===== src/rtl/uart_meas_frame_tx.sv =====
// UART framer for measurement channels: header tag, value bytes MSB-first, trailer tag,
// round-robin over unmasked channels with a programmable idle gap between frames.
module uart_meas_frame_tx #(
    parameter int                  CLK_DIV    = 5208,
    parameter int                  NUM_CH     = 3,
    parameter int                  DATA_W     = 32,
    parameter int                  GAP_CYC    = 2_400_000,
    parameter bit                  PARITY_EN  = 1'b0,
    parameter bit                  PARITY_ODD = 1'b0,
    parameter logic [NUM_CH*8-1:0] HDR_TAGS   = {8'h64, 8'h63, 8'h74},
    parameter logic [NUM_CH*8-1:0] TRL_TAGS   = {8'h75, 8'h79, 8'h78},
    localparam int                 CH_W       = (NUM_CH > 1) ? $clog2(NUM_CH) : 1
) (
    input  logic                     clk,
    input  logic                     rst,
    input  logic [NUM_CH*DATA_W-1:0] ch_data,
    input  logic [NUM_CH-1:0]        ch_mask,
    input  logic                     auto_en,
    input  logic                     start,
    output logic                     uart_tx,
    output logic                     busy,
    output logic                     frame_done,
    output logic [CH_W-1:0]          cur_ch
);
    localparam int NB       = DATA_W / 8 + 2;
    localparam int NV       = DATA_W / 8;
    localparam int BI_W     = $clog2(NB);
    localparam int TMR_W    = (CLK_DIV > 1) ? $clog2(CLK_DIV) : 1;
    localparam int GAP_W    = (GAP_CYC > 0) ? $clog2(GAP_CYC + 1) : 1;
    localparam int GAP_LAST = (GAP_CYC > 0) ? GAP_CYC - 1 : 0;
    localparam logic [TMR_W-1:0] TMR_MAX = TMR_W'(CLK_DIV - 1);
    localparam logic [GAP_W-1:0] GAP_MAX = GAP_W'(GAP_LAST);

    typedef enum logic [2:0] {
        S_IDLE, S_SEEK, S_LOAD, S_START, S_DATA, S_PAR, S_STOP, S_GAP
    } state_t;

    state_t              state_reg, state_next;
    logic [TMR_W-1:0]    tmr_reg, tmr_next;
    logic [GAP_W-1:0]    gap_reg, gap_next;
    logic [2:0]          bit_reg, bit_next;
    logic [BI_W-1:0]     byte_reg, byte_next;
    logic [DATA_W-1:0]   snap_reg, snap_next;
    logic [CH_W-1:0]     sel_reg, sel_next;
    logic [CH_W-1:0]     cur_ch_reg, cur_ch_next;
    logic                tx_reg, tx_next;
    logic                done_reg, done_next;

    logic [DATA_W-1:0]   ch_val   [NUM_CH];
    logic [7:0]          hdr_tag  [NUM_CH];
    logic [7:0]          trl_tag  [NUM_CH];
    logic [7:0]          val_byte [NV];
    logic [7:0]          cur_byte;
    logic                par_bit;
    logic                found;
    logic [CH_W-1:0]     seek_ch;

    genvar gi;
    generate
        for (gi = 0; gi < NUM_CH; gi++) begin : g_ch
            assign ch_val[gi]  = ch_data[gi*DATA_W +: DATA_W];
            assign hdr_tag[gi] = HDR_TAGS[gi*8 +: 8];
            assign trl_tag[gi] = TRL_TAGS[gi*8 +: 8];
        end
        for (gi = 0; gi < NV; gi++) begin : g_val
            assign val_byte[gi] = snap_reg[DATA_W-1-8*gi -: 8];
        end
    endgenerate

    // Byte on the wire: header, snapshot bytes MSB-first, trailer.
    always_comb begin
        cur_byte = 8'h00;
        for (int i = 0; i < NUM_CH; i++) begin
            if (cur_ch_reg == CH_W'(i)) begin
                if (byte_reg == '0)
                    cur_byte = hdr_tag[i];
                else if (byte_reg == BI_W'(NB - 1))
                    cur_byte = trl_tag[i];
            end
        end
        for (int i = 0; i < NV; i++) begin
            if (byte_reg == BI_W'(i + 1))
                cur_byte = val_byte[i];
        end
        par_bit = (^cur_byte) ^ PARITY_ODD;
    end

    // Wrap-around search from cur_ch; descending offsets so the nearest enabled channel wins.
    always_comb begin
        found   = 1'b0;
        seek_ch = cur_ch_reg;
        for (int j = 0; j < NUM_CH; j++) begin
            if (cur_ch_reg == CH_W'(j)) begin
                for (int i = NUM_CH - 1; i >= 0; i--) begin
                    if (ch_mask[(j + i) % NUM_CH]) begin
                        found   = 1'b1;
                        seek_ch = CH_W'((j + i) % NUM_CH);
                    end
                end
            end
        end
    end

    always_comb begin
        state_next  = state_reg;
        tmr_next    = tmr_reg;
        gap_next    = gap_reg;
        bit_next    = bit_reg;
        byte_next   = byte_reg;
        snap_next   = snap_reg;
        sel_next    = sel_reg;
        cur_ch_next = cur_ch_reg;
        done_next   = 1'b0;
        tx_next     = 1'b1;
        case (state_reg)
            S_IDLE: begin
                if (auto_en || start)
                    state_next = S_SEEK;
            end
            S_SEEK: begin
                if (found) begin
                    sel_next   = seek_ch;
                    state_next = S_LOAD;
                end else begin
                    state_next = S_IDLE;
                end
            end
            S_LOAD: begin
                for (int i = 0; i < NUM_CH; i++) begin
                    if (sel_reg == CH_W'(i))
                        snap_next = ch_val[i];
                end
                cur_ch_next = sel_reg;
                byte_next   = '0;
                bit_next    = 3'd0;
                tmr_next    = '0;
                state_next  = S_START;
            end
            S_START, S_DATA, S_PAR, S_STOP: begin
                if (tmr_reg == TMR_MAX) begin
                    tmr_next = '0;
                    case (state_reg)
                        S_START: begin
                            bit_next   = 3'd0;
                            state_next = S_DATA;
                        end
                        S_DATA: begin
                            if (bit_reg == 3'd7)
                                state_next = PARITY_EN ? S_PAR : S_STOP;
                            else
                                bit_next = bit_reg + 3'd1;
                        end
                        S_PAR: state_next = S_STOP;
                        default: begin
                            if (byte_reg == BI_W'(NB - 1)) begin
                                done_next   = 1'b1;
                                cur_ch_next = (cur_ch_reg == CH_W'(NUM_CH - 1)) ? '0
                                                                                : cur_ch_reg + CH_W'(1);
                                gap_next    = '0;
                                state_next  = (GAP_CYC == 0) ? S_IDLE : S_GAP;
                            end else begin
                                byte_next  = byte_reg + BI_W'(1);
                                state_next = S_START;
                            end
                        end
                    endcase
                end else begin
                    tmr_next = tmr_reg + TMR_W'(1);
                end
            end
            S_GAP: begin
                if (gap_reg == GAP_MAX) begin
                    gap_next   = '0;
                    state_next = S_IDLE;
                end else begin
                    gap_next = gap_reg + GAP_W'(1);
                end
            end
            default: state_next = S_IDLE;
        endcase
        // Line level is registered from the upcoming state so each bit starts on a clean edge.
        case (state_next)
            S_START: tx_next = 1'b0;
            S_DATA:  tx_next = cur_byte[bit_next];
            S_PAR:   tx_next = par_bit;
            default: tx_next = 1'b1;
        endcase
    end

    always_ff @(posedge clk) begin
        if (rst) begin
            state_reg  <= S_IDLE;
            tmr_reg    <= '0;
            gap_reg    <= '0;
            bit_reg    <= 3'd0;
            byte_reg   <= '0;
            snap_reg   <= '0;
            sel_reg    <= '0;
            cur_ch_reg <= '0;
            tx_reg     <= 1'b1;
            done_reg   <= 1'b0;
        end else begin
            state_reg  <= state_next;
            tmr_reg    <= tmr_next;
            gap_reg    <= gap_next;
            bit_reg    <= bit_next;
            byte_reg   <= byte_next;
            snap_reg   <= snap_next;
            sel_reg    <= sel_next;
            cur_ch_reg <= cur_ch_next;
            tx_reg     <= tx_next;
            done_reg   <= done_next;
        end
    end

    assign uart_tx    = tx_reg;
    assign frame_done = done_reg;
    assign cur_ch     = cur_ch_reg;
    assign busy       = (state_reg != S_IDLE) && (state_reg != S_SEEK);
endmodule


===== config.mk =====
export PLATFORM = sky130hd
export DESIGN_NAME = uart_meas_frame_tx
export DESIGN_NICKNAME = d
export VERILOG_FILES = /design/src/rtl/uart_meas_frame_tx.sv
export SDC_FILE = /design/constraint.sdc
export NUM_CORES = 1
export LEC_CHECK = 0
export ABC_AREA = 1
export BUFFER_PORTS_ARGS = -buffer_cell sky130_fd_sc_hd__buf_4
export CAP_MARGIN = 40
export CORE_ASPECT_RATIO = 1.75
export CORE_MARGIN = 4
export CORE_UTILIZATION = 40
export CTS_CLUSTER_DIAMETER = 50
export DETAILED_ROUTE_END_ITERATION = 16
export SLEW_MARGIN = 20
export SYNTH_ARGS = -nofsm -noshare
export SYNTH_HDL_FRONTEND = slang
export SYNTH_SLANG_ARGS = --single-unit

===== constraint.sdc =====
create_clock -name clk -period 4 [get_ports clk]
set_clock_uncertainty 0.2 [all_clocks]
set_input_delay 0.8 -clock clk [delete_from_list [all_inputs] [get_ports clk]]
set_output_delay 0.8 -clock clk [all_outputs]
set_load 0.02 [all_outputs]

==> run metrics, run 1 <==
Crit Reg-Reg Endpoint=uart_tx$_SDFF_PP1_; met2 Usage GRT=38.8%; Setup-failing EPs final=0; die width=95.5 um; H-tree depth=3; synthesized instance count=849; FF-to-FF setup slack=1.38 ns; clock tree sinks=82; Root Driver=clkbuf_16; Clock Tree Buf Depth=2; final wirelength=15,500 um; grt met1 use=21.7%; Slew HR=45.0%; Setup crit end=uart_tx$_SDFF_PP1_; core area=13,000 um2; row count=55; Slowest Stage Delay on Critical Path=0.40 ns; hold_ws=0.252 ns; Synth Area per Inst=6.32 um2; max reg flops=32; met3 Usage GRT=3.63%; largest net degree at the start of global routing=65; register area=1640 um2; Die Height=161 um; crit path DAT=2.62 ns; first-pass GRT wire length=25,500 um; CP max stage cell=a21oi_1; placed cells=1,096; initial antenna violation count=0; min-delay src=snap_reg[29]$_SDFFE_PP0P_; post-detail-place hpwl=12,200 um; status=finished, final reports clean; unrepaired setup endpoints after global routing=no; setup_tns=0 ns; pwr/cell area=416 nW/um2; Net Count, Synth=960; Leakage=0.00277 uW; CTS tree=built; GRT busiest layer=met2; Tightest Pin Transition=0.823 ns; Max Slew Vio Count=0; Post-synth ARST share=0%; critical path fanouts, max=6; number of global-route vias before repair=5,520; number of buffers inserted by hold repair at cts=0; number of remaining DRC errors=0; GRT Util Overall=20.6%; wire per inst=13.9 um; antenna cell count=0; RR Startpoint=gap_reg[0]$_SDFFE_PP0P_; nature of the critical path startpoint=flip-flop; gr ovfl total=0; initial core utilization=41.2%; Tcrit/Tclk final=65.4%; cts repair resizes=0; CP required=4.00 ns; Crit. End Element=flip-flop; Nets=1,047; CP Class=flip-flop to flip-flop; Syn. warnings=0; Yosys cell types=44; Iter 0 DRT Violations=166; max frequency=0.382 GHz; post-synthesis register bit count=82; gpl congestion=0.845; critical path, cell by cell=ha_1, nand2_1, nor2_1, nand3_1, nor2_1, nand3_1, nand2_1, o21ai_0, a21oi_1, nand2_1, o21ai_0, nand4_1; Max Cap Viol=0; Area growth, synth to finish=22.9%; commonest non-fill, non-tap cell in the layout=nand2_1; Fin. Hold Viols=0; Vias=5,629; reg2reg path depth=12; Post-synth EDFFs=0; IO buf count=107; DRT antenna net count=0; via/cell ratio=5.06; min Tclk post-route=2.62 ns; Clk pin slew, worst setup/hold paths=0.06 ns; Post-Syn Area=5360 um2; Die ar.=15,400 um2; ys flop type=dfxtp_1; non-filler cells, final=1,112; share of cells above drive strength 1=16.6%; IR drop worst, VDD=226 uV; Ports=108; area of the multi-input gates=3120 um2; post-CTS setup repair buffer count=0; most frequent cells in the layout=218 x nand2_1, 113 x inv_1, 110 x buf_4; crit path launch=gap_reg[0]$_SDFFE_PP0P_; 1st-pass router iterations=5; Tightest Hold Check Type=flip-flop to flip-flop; cell mode on critical path=nand2_1; cts bufs inserted=9; sequential area share after synthesis=30.6%; Worst-Skew Late Latency=0.34 ns; Fill cells=1,361
==> how the worst min path moves through the flow <==
stage / end / slack [ns] / depth (start not counted)
after global routing: snap_reg[16]$_SDFFE_PP0P_ / 0.28 / 2
after global placement: snap_reg[29]$_SDFFE_PP0P_ / 0.24 / 2
after CTS: snap_reg[29]$_SDFFE_PP0P_ / 0.25 / 2
final: snap_reg[29]$_SDFFE_PP0P_ / 0.25 / 2
after detailed placement: snap_reg[29]$_SDFFE_PP0P_ / 0.25 / 2
after floorplan: snap_reg[17]$_SDFFE_PP0P_ / 0.23 / 2
==> layer usage <==
metal / part of all wire, % / wire (um) / vias to the layer above
met2: 55 / 8490 / 112
met1: 39 / 6010 / 2475
met4: 2.7 / 425 / 0
li1: - / - / 3014
met3: 3.6 / 550 / 28
met5: 0 / 0 / -
==> stage by stage <==
stage	util (%)	total power (uW)	setup WS [ns]	area (um2)
after floorplan	-	1640	1.82	5360
after global placement	48.3	1930	1.29	6280
after detailed placement	48.4	1930	1.41	6290
after CTS	50.7	2770	1.40	6590
after global routing	50.7	2940	1.08	6590
final	50.7	2740	1.38	6590
==> logic make-up after synthesis <==
kind of cell	count (synthesis)	share of synthesized area, %
AND/OR/NAND/NOR	393	31.5
AO/OA/AOI/OAI	201	23.8
buffers and inverters	160	11.5
flip-flops	82	30.6
adder cells (fa/ha/maj)	8	1.87
XOR/XNOR	5	0.817
==> final cells by class <==
| cell class | count | area share (%) |
|---|---|---|
| clock buffer | 12 | 3.74 |
| clock inverter | 4 | 0.778 |
| inverter | 125 | 7.19 |
| multi-input combinational | 607 | 47.4 |
| sequential | 82 | 24.9 |
| tap | 171 | 3.25 |
| timing repair buffer | 111 | 12.8 |
==> report_power, final <==
| group | internal, uW | total [uW] | leakage [uW] | switching [uW] |
|---|---|---|---|---|
| combinational | 351 | 974 | 0.00196 | 623 |
| sequential | 886 | 939 | 0.000665 | 52.8 |
| clock | 501 | 830 | 0.000143 | 329 |
==> cells in the mapped netlist, types with 2 or more instances <==
cell / n / area, um2
a22oi_1: 3 / 22.5
nor3_1: 13 / 65.1
xor2_1: 4 / 35.0
nand4_1: 7 / 43.8
nand2_1: 218 / 818
a31oi_1: 3 / 18.8
dfxtp_1: 82 / 1640
buf_2: 2 / 10.0
nor2_1: 59 / 221
inv_2: 10 / 37.5
nand3b_1: 3 / 22.5
nand2_2: 3 / 18.8
inv_4: 2 / 12.5
a221oi_1: 4 / 35.0
inv_1: 113 / 424
nor3_2: 2 / 20.0
o21ai_0: 34 / 170
buf_1: 3 / 11.3
a21oi_1: 63 / 315
o21ai_1: 9 / 45.0
nand3_1: 79 / 395
a211oi_1: 73 / 548
nor2_4: 2 / 22.5
ha_1: 8 / 100
nor2_2: 2 / 12.5
clkbuf_1: 29 / 109
a2bb2oi_1: 2 / 17.5
==> worst max-delay path, delay by kind of cell, from the launching register on <==
family / cells / cell delay [ns]
and+or+nand+nor: 8 / 1.10
AOI/OAI and AO/OA: 3 / 0.65
DFF: 1 / 0.37
adders and majority gates: 1 / 0.18
(Power assumes the default switching activity.)
==> run 2, diff against run 1 <==
--- a/config.mk
+++ b/config.mk
@@ -5,7 +5,7 @@
 export SDC_FILE = /design/constraint.sdc
 export NUM_CORES = 1
 export LEC_CHECK = 0
-export ABC_AREA = 1
+export ABC_AREA = 0
 export BUFFER_PORTS_ARGS = -buffer_cell sky130_fd_sc_hd__buf_4
 export CAP_MARGIN = 40
 export CORE_ASPECT_RATIO = 1.75
==> constraint.sdc (replaced) <==
create_clock -name clk -period 2.56 [get_ports clk]
set_clock_uncertainty 0.2 [all_clocks]
set_input_delay 0.512 -clock clk [delete_from_list [all_inputs] [get_ports clk]]
set_output_delay 0.512 -clock clk [all_outputs]
set_load 0.02 [all_outputs]
==> run 2 against run 1 <==
Non-clock buffer count increased by 90; sequential share of layout area down 1.2 points; sequential cell count unchanged; the run now ends with setup timing left; combinational power decreased by 57%; total power grew 9.1%.
==> run metrics, run 2 <==
core area=12,100 um2 (-7.2%); IO buf count=107 (unchanged); WHS Path Cells=1 (-1); setup_tns=-0.748 ns (-0.748 ns); area of the multi-input gates=3250 um2 (+4.1%); Synth area leaders=dfxtp_1 33%, nor2_1 8.1%, mux2i_1 7.3%; row count=53 (-3.6%); Nets=931 (-11%); Fin. Hold Viols=0 (unchanged); Tightest Pin Transition=0.547 ns (-0.276 ns); clock tree sinks=82 (unchanged); Clock Tree Buf Depth=2 (unchanged); met2 Usage GRT=44.8% (+6.0 points); largest net degree at the start of global routing=42 (-35%); Net Count, Synth=764 (-20%); top-count cell post-synth=nor2_1; CP required=2.58 ns (-1.42 ns); cell mode on critical path=a211oi_2; Synth Area per Inst=7.55 um2 (+19%); first-pass GRT wire length=25,700 um (+0.79%); net switching power=784 uW (-22%); failing checks=setup timing; initial core utilization=40.8% (-0.40 points); sequential area share after synthesis=33.3% (+2.7 points); IR drop worst, VDD=293 uV (+30%); hold_ws=0.272 ns (+0.0197 ns); Sw Share=26.2% (-10 points); Placement Setup Slack=-0.323 ns (-1.73 ns); Crit Reg-Reg Endpoint=uart_tx$_SDFF_PP1_; Crit. End Element=flip-flop; Die Height=155 um (-3.9%); CP max stage cell=or4b_4; min Tclk post-route=2.75 ns (+0.134 ns); Post-synth EDFFs=0 (unchanged); Pint=2210 uW (+27%); pwr/cell area=430 nW/um2 (+3.3%); wire per inst=16.2 um (+17%); via/cell ratio=5.40 (+6.7%); clock share of power=41.9% (+12 points); most area-hungry cell type in the Yosys netlist=dfxtp_1; post-synthesis register bit count=82 (unchanged); die width=91.9 um (-3.8%); Clk pin slew, worst setup/hold paths=0.07 ns (about the same); crit path launch=tmr_reg[8]$_SDFFE_PP0N_; grt met1 use=21.9% (+0.11 points); synthesized instance count=653 (-23%); total chip power=2990 uW (+9.1%); Max Cap Viol=0 (unchanged); Syn. warnings=0 (unchanged); Synth top cells by count=107 x nor2_1, 82 x dfxtp_1, 77 x nand2_1, 62 x o21ai_0, 41 x clkbuf_1; initial antenna violation count=0 (unchanged); number of remaining DRC errors=0 (unchanged); max reg flops=32 (unchanged); RR Startpoint=tmr_reg[8]$_SDFFE_PP0N_; GRT busiest layer=met2; Setup crit end=uart_tx$_SDFF_PP1_; area share of the largest cell type after synthesis=33.3% (+2.7 points); Ports=108 (unchanged); CP Class=flip-flop to flip-flop; antenna cell count=0 (unchanged); cts bufs inserted=9 (unchanged); nature of the critical path startpoint=flip-flop; CTS tree=built; H-tree depth=3 (unchanged); Vias=5,347 (-5.0%); Max Slew Vio Count=0 (unchanged); Tightest Hold Check Type=flip-flop to flip-flop; Crit path depth=8 (-4); ys flop type=dfxtp_1; Leakage=0.00277 uW (about the same); Post-synth ARST share=0% (unchanged); critical path fanouts, max=5 (-1); critical path, cell by cell=or4b_4, or3_4, nor2_4, a211oi_2, a211oi_2, nand2_1, a31o_1, o32a_1; final wirelength=16,100 um (+3.9%); Iter 0 DRT Violations=166 (unchanged); Die ar.=14,200 um2 (-7.6%); Area growth, synth to finish=41.2%; Fill cells=1,192 (-12%); FF-to-FF setup slack=-0.19 ns (-1.57 ns); share of cells above drive strength 1=32.5% (+16 points); Tcrit/Tclk final=107% (+42 points); reg2reg path depth=8 (-4); met3 Usage GRT=2.77% (-0.86 points); 1st-pass router iterations=4 (-1); Yosys cell types=67 (+52%); Worst-Skew Late Latency=0.34 ns (about the same); Logic pwr share=13.9% (-22 points); post-route worst setup slack=-0.191 ns (-1.57 ns); post-detail-place hpwl=12,400 um (+2.1%); status=finished, violations left; gr ovfl total=0 (unchanged); Setup-failing EPs final=6 (+6); Root Driver=clkbuf_16; number of global-route vias before repair=5,495 (-0.45%); Slew HR=63.5% (+18 points); CP bufs+invs=0 (unchanged); GRT Util Overall=22.3% (+1.8 points); max frequency=0.363 GHz (-4.9%); register area=1650 um2 (+0.38%); most frequent cells in the layout=198 x buf_4, 101 x nor2_1, 77 x dfxtp_1; DRT antenna net count=0 (unchanged); Seq pwr share=44.1% (+9.9 points); commonest non-fill, non-tap cell in the layout=buf_4; gpl congestion=0.905 (+7.2%); Slowest Stage Delay on Critical Path=0.58 ns (+0.18 ns); delay-heaviest family, CP=simple AND/OR/NAND/NOR gates; unrepaired setup endpoints after global routing=yes; Post-Syn Area=4930 um2 (-8.1%); crit path DAT=2.77 ns (+0.15 ns)
## run 2: cell types whose count changed after synthesis, sizes merged, moves of 8 or more
cell	change
a22oi	+33
mux2i	+36
inv	-116
nor2	+46
o21ai	+18
nand3	-68
clkbuf	+12
and3	+12
nand2	-145
a211oi	-64
xnor2	+8
a21oi	-29
## run 2: routing by layer
metal  up-vias  part of all wire [%]
met5         -                     0
met4         0                   3.7
met3        35                   3.1
met2       116                    58
met1      2519                    36
li1       2677                     -
## run 2: timing repair
action                     4_1_cts  5_1_grt
pin swaps                       12       16
resized for setup               12       35
gates cloned                     0        1
hold buffers                     0        0
buffers inserted                 5        4
setup endpoints to repair       13       21
## run 2: power groups by stage
stage / Combinational, uW / Clock, uW / Sequential [uW]
floorplan: 224 / 0 / 1330
global placement: 404 / 0 / 1350
detailed placement: 414 / 0 / 1350
CTS: 419 / 1280 / 1320
global route: 461 / 1340 / 1320
finish: 416 / 1250 / 1320
## run 2: kinds of logic after synthesis
| family | Yosys count | share of synthesized area (%) |
|---|---|---|
| multiplexers | 37 | 7.54 |
| buffers and inverters | 56 | 4.44 |
| AND/OR/NAND/NOR | 272 | 26.2 |
| flip-flops | 82 | 33.3 |
| adder cells (fa/ha/maj) | 8 | 2.03 |
| XOR/XNOR | 19 | 3.66 |
| AO/OA/AOI/OAI | 179 | 22.8 |
## run 2: worst register-to-register path, delay by kind of cell (launching register included)
kind	cells	cell delay [ns]
and+or+nand+nor	4	1.27
AOI/OAI and AO/OA	4	0.86
DFF	1	0.32
## run 2: worst min path at each step
stage | to | start
3_5_place_dp | gap_reg[20]$_SDFFE_PP0P_ | gap_reg[20]$_SDFFE_PP0P_
5_1_grt | gap_reg[20]$_SDFFE_PP0P_ | gap_reg[20]$_SDFFE_PP0P_
4_1_cts | gap_reg[20]$_SDFFE_PP0P_ | gap_reg[20]$_SDFFE_PP0P_
6_report | gap_reg[7]$_SDFFE_PP0P_ | gap_reg[7]$_SDFFE_PP0P_
2_1_floorplan | gap_reg[7]$_SDFFE_PP0P_ | gap_reg[7]$_SDFFE_PP0P_
3_3_place_gp | gap_reg[20]$_SDFFE_PP0P_ | gap_reg[20]$_SDFFE_PP0P_
## run 2: stage by stage
stage | area, um2 | utilization, % | std cells
after detailed placement | 6460 | 53.5 | 966
after floorplan | 4970 | - | 653
after global routing | 6960 | 57.7 | 990
after CTS | 6820 | 56.5 | 987
after global placement | 6460 | 53.5 | 966
final | 6960 | 57.7 | 990
## run 2: cell type report
class                   count  share of cell area, %
inverters                  10                  0.539
multi-input cells         516                   46.7
clock buffers              10                   3.43
flip-flops and latches     82                   23.7
repair buffers            201                   22.0
well taps                 165                   2.97
clock inverters             6                  0.683
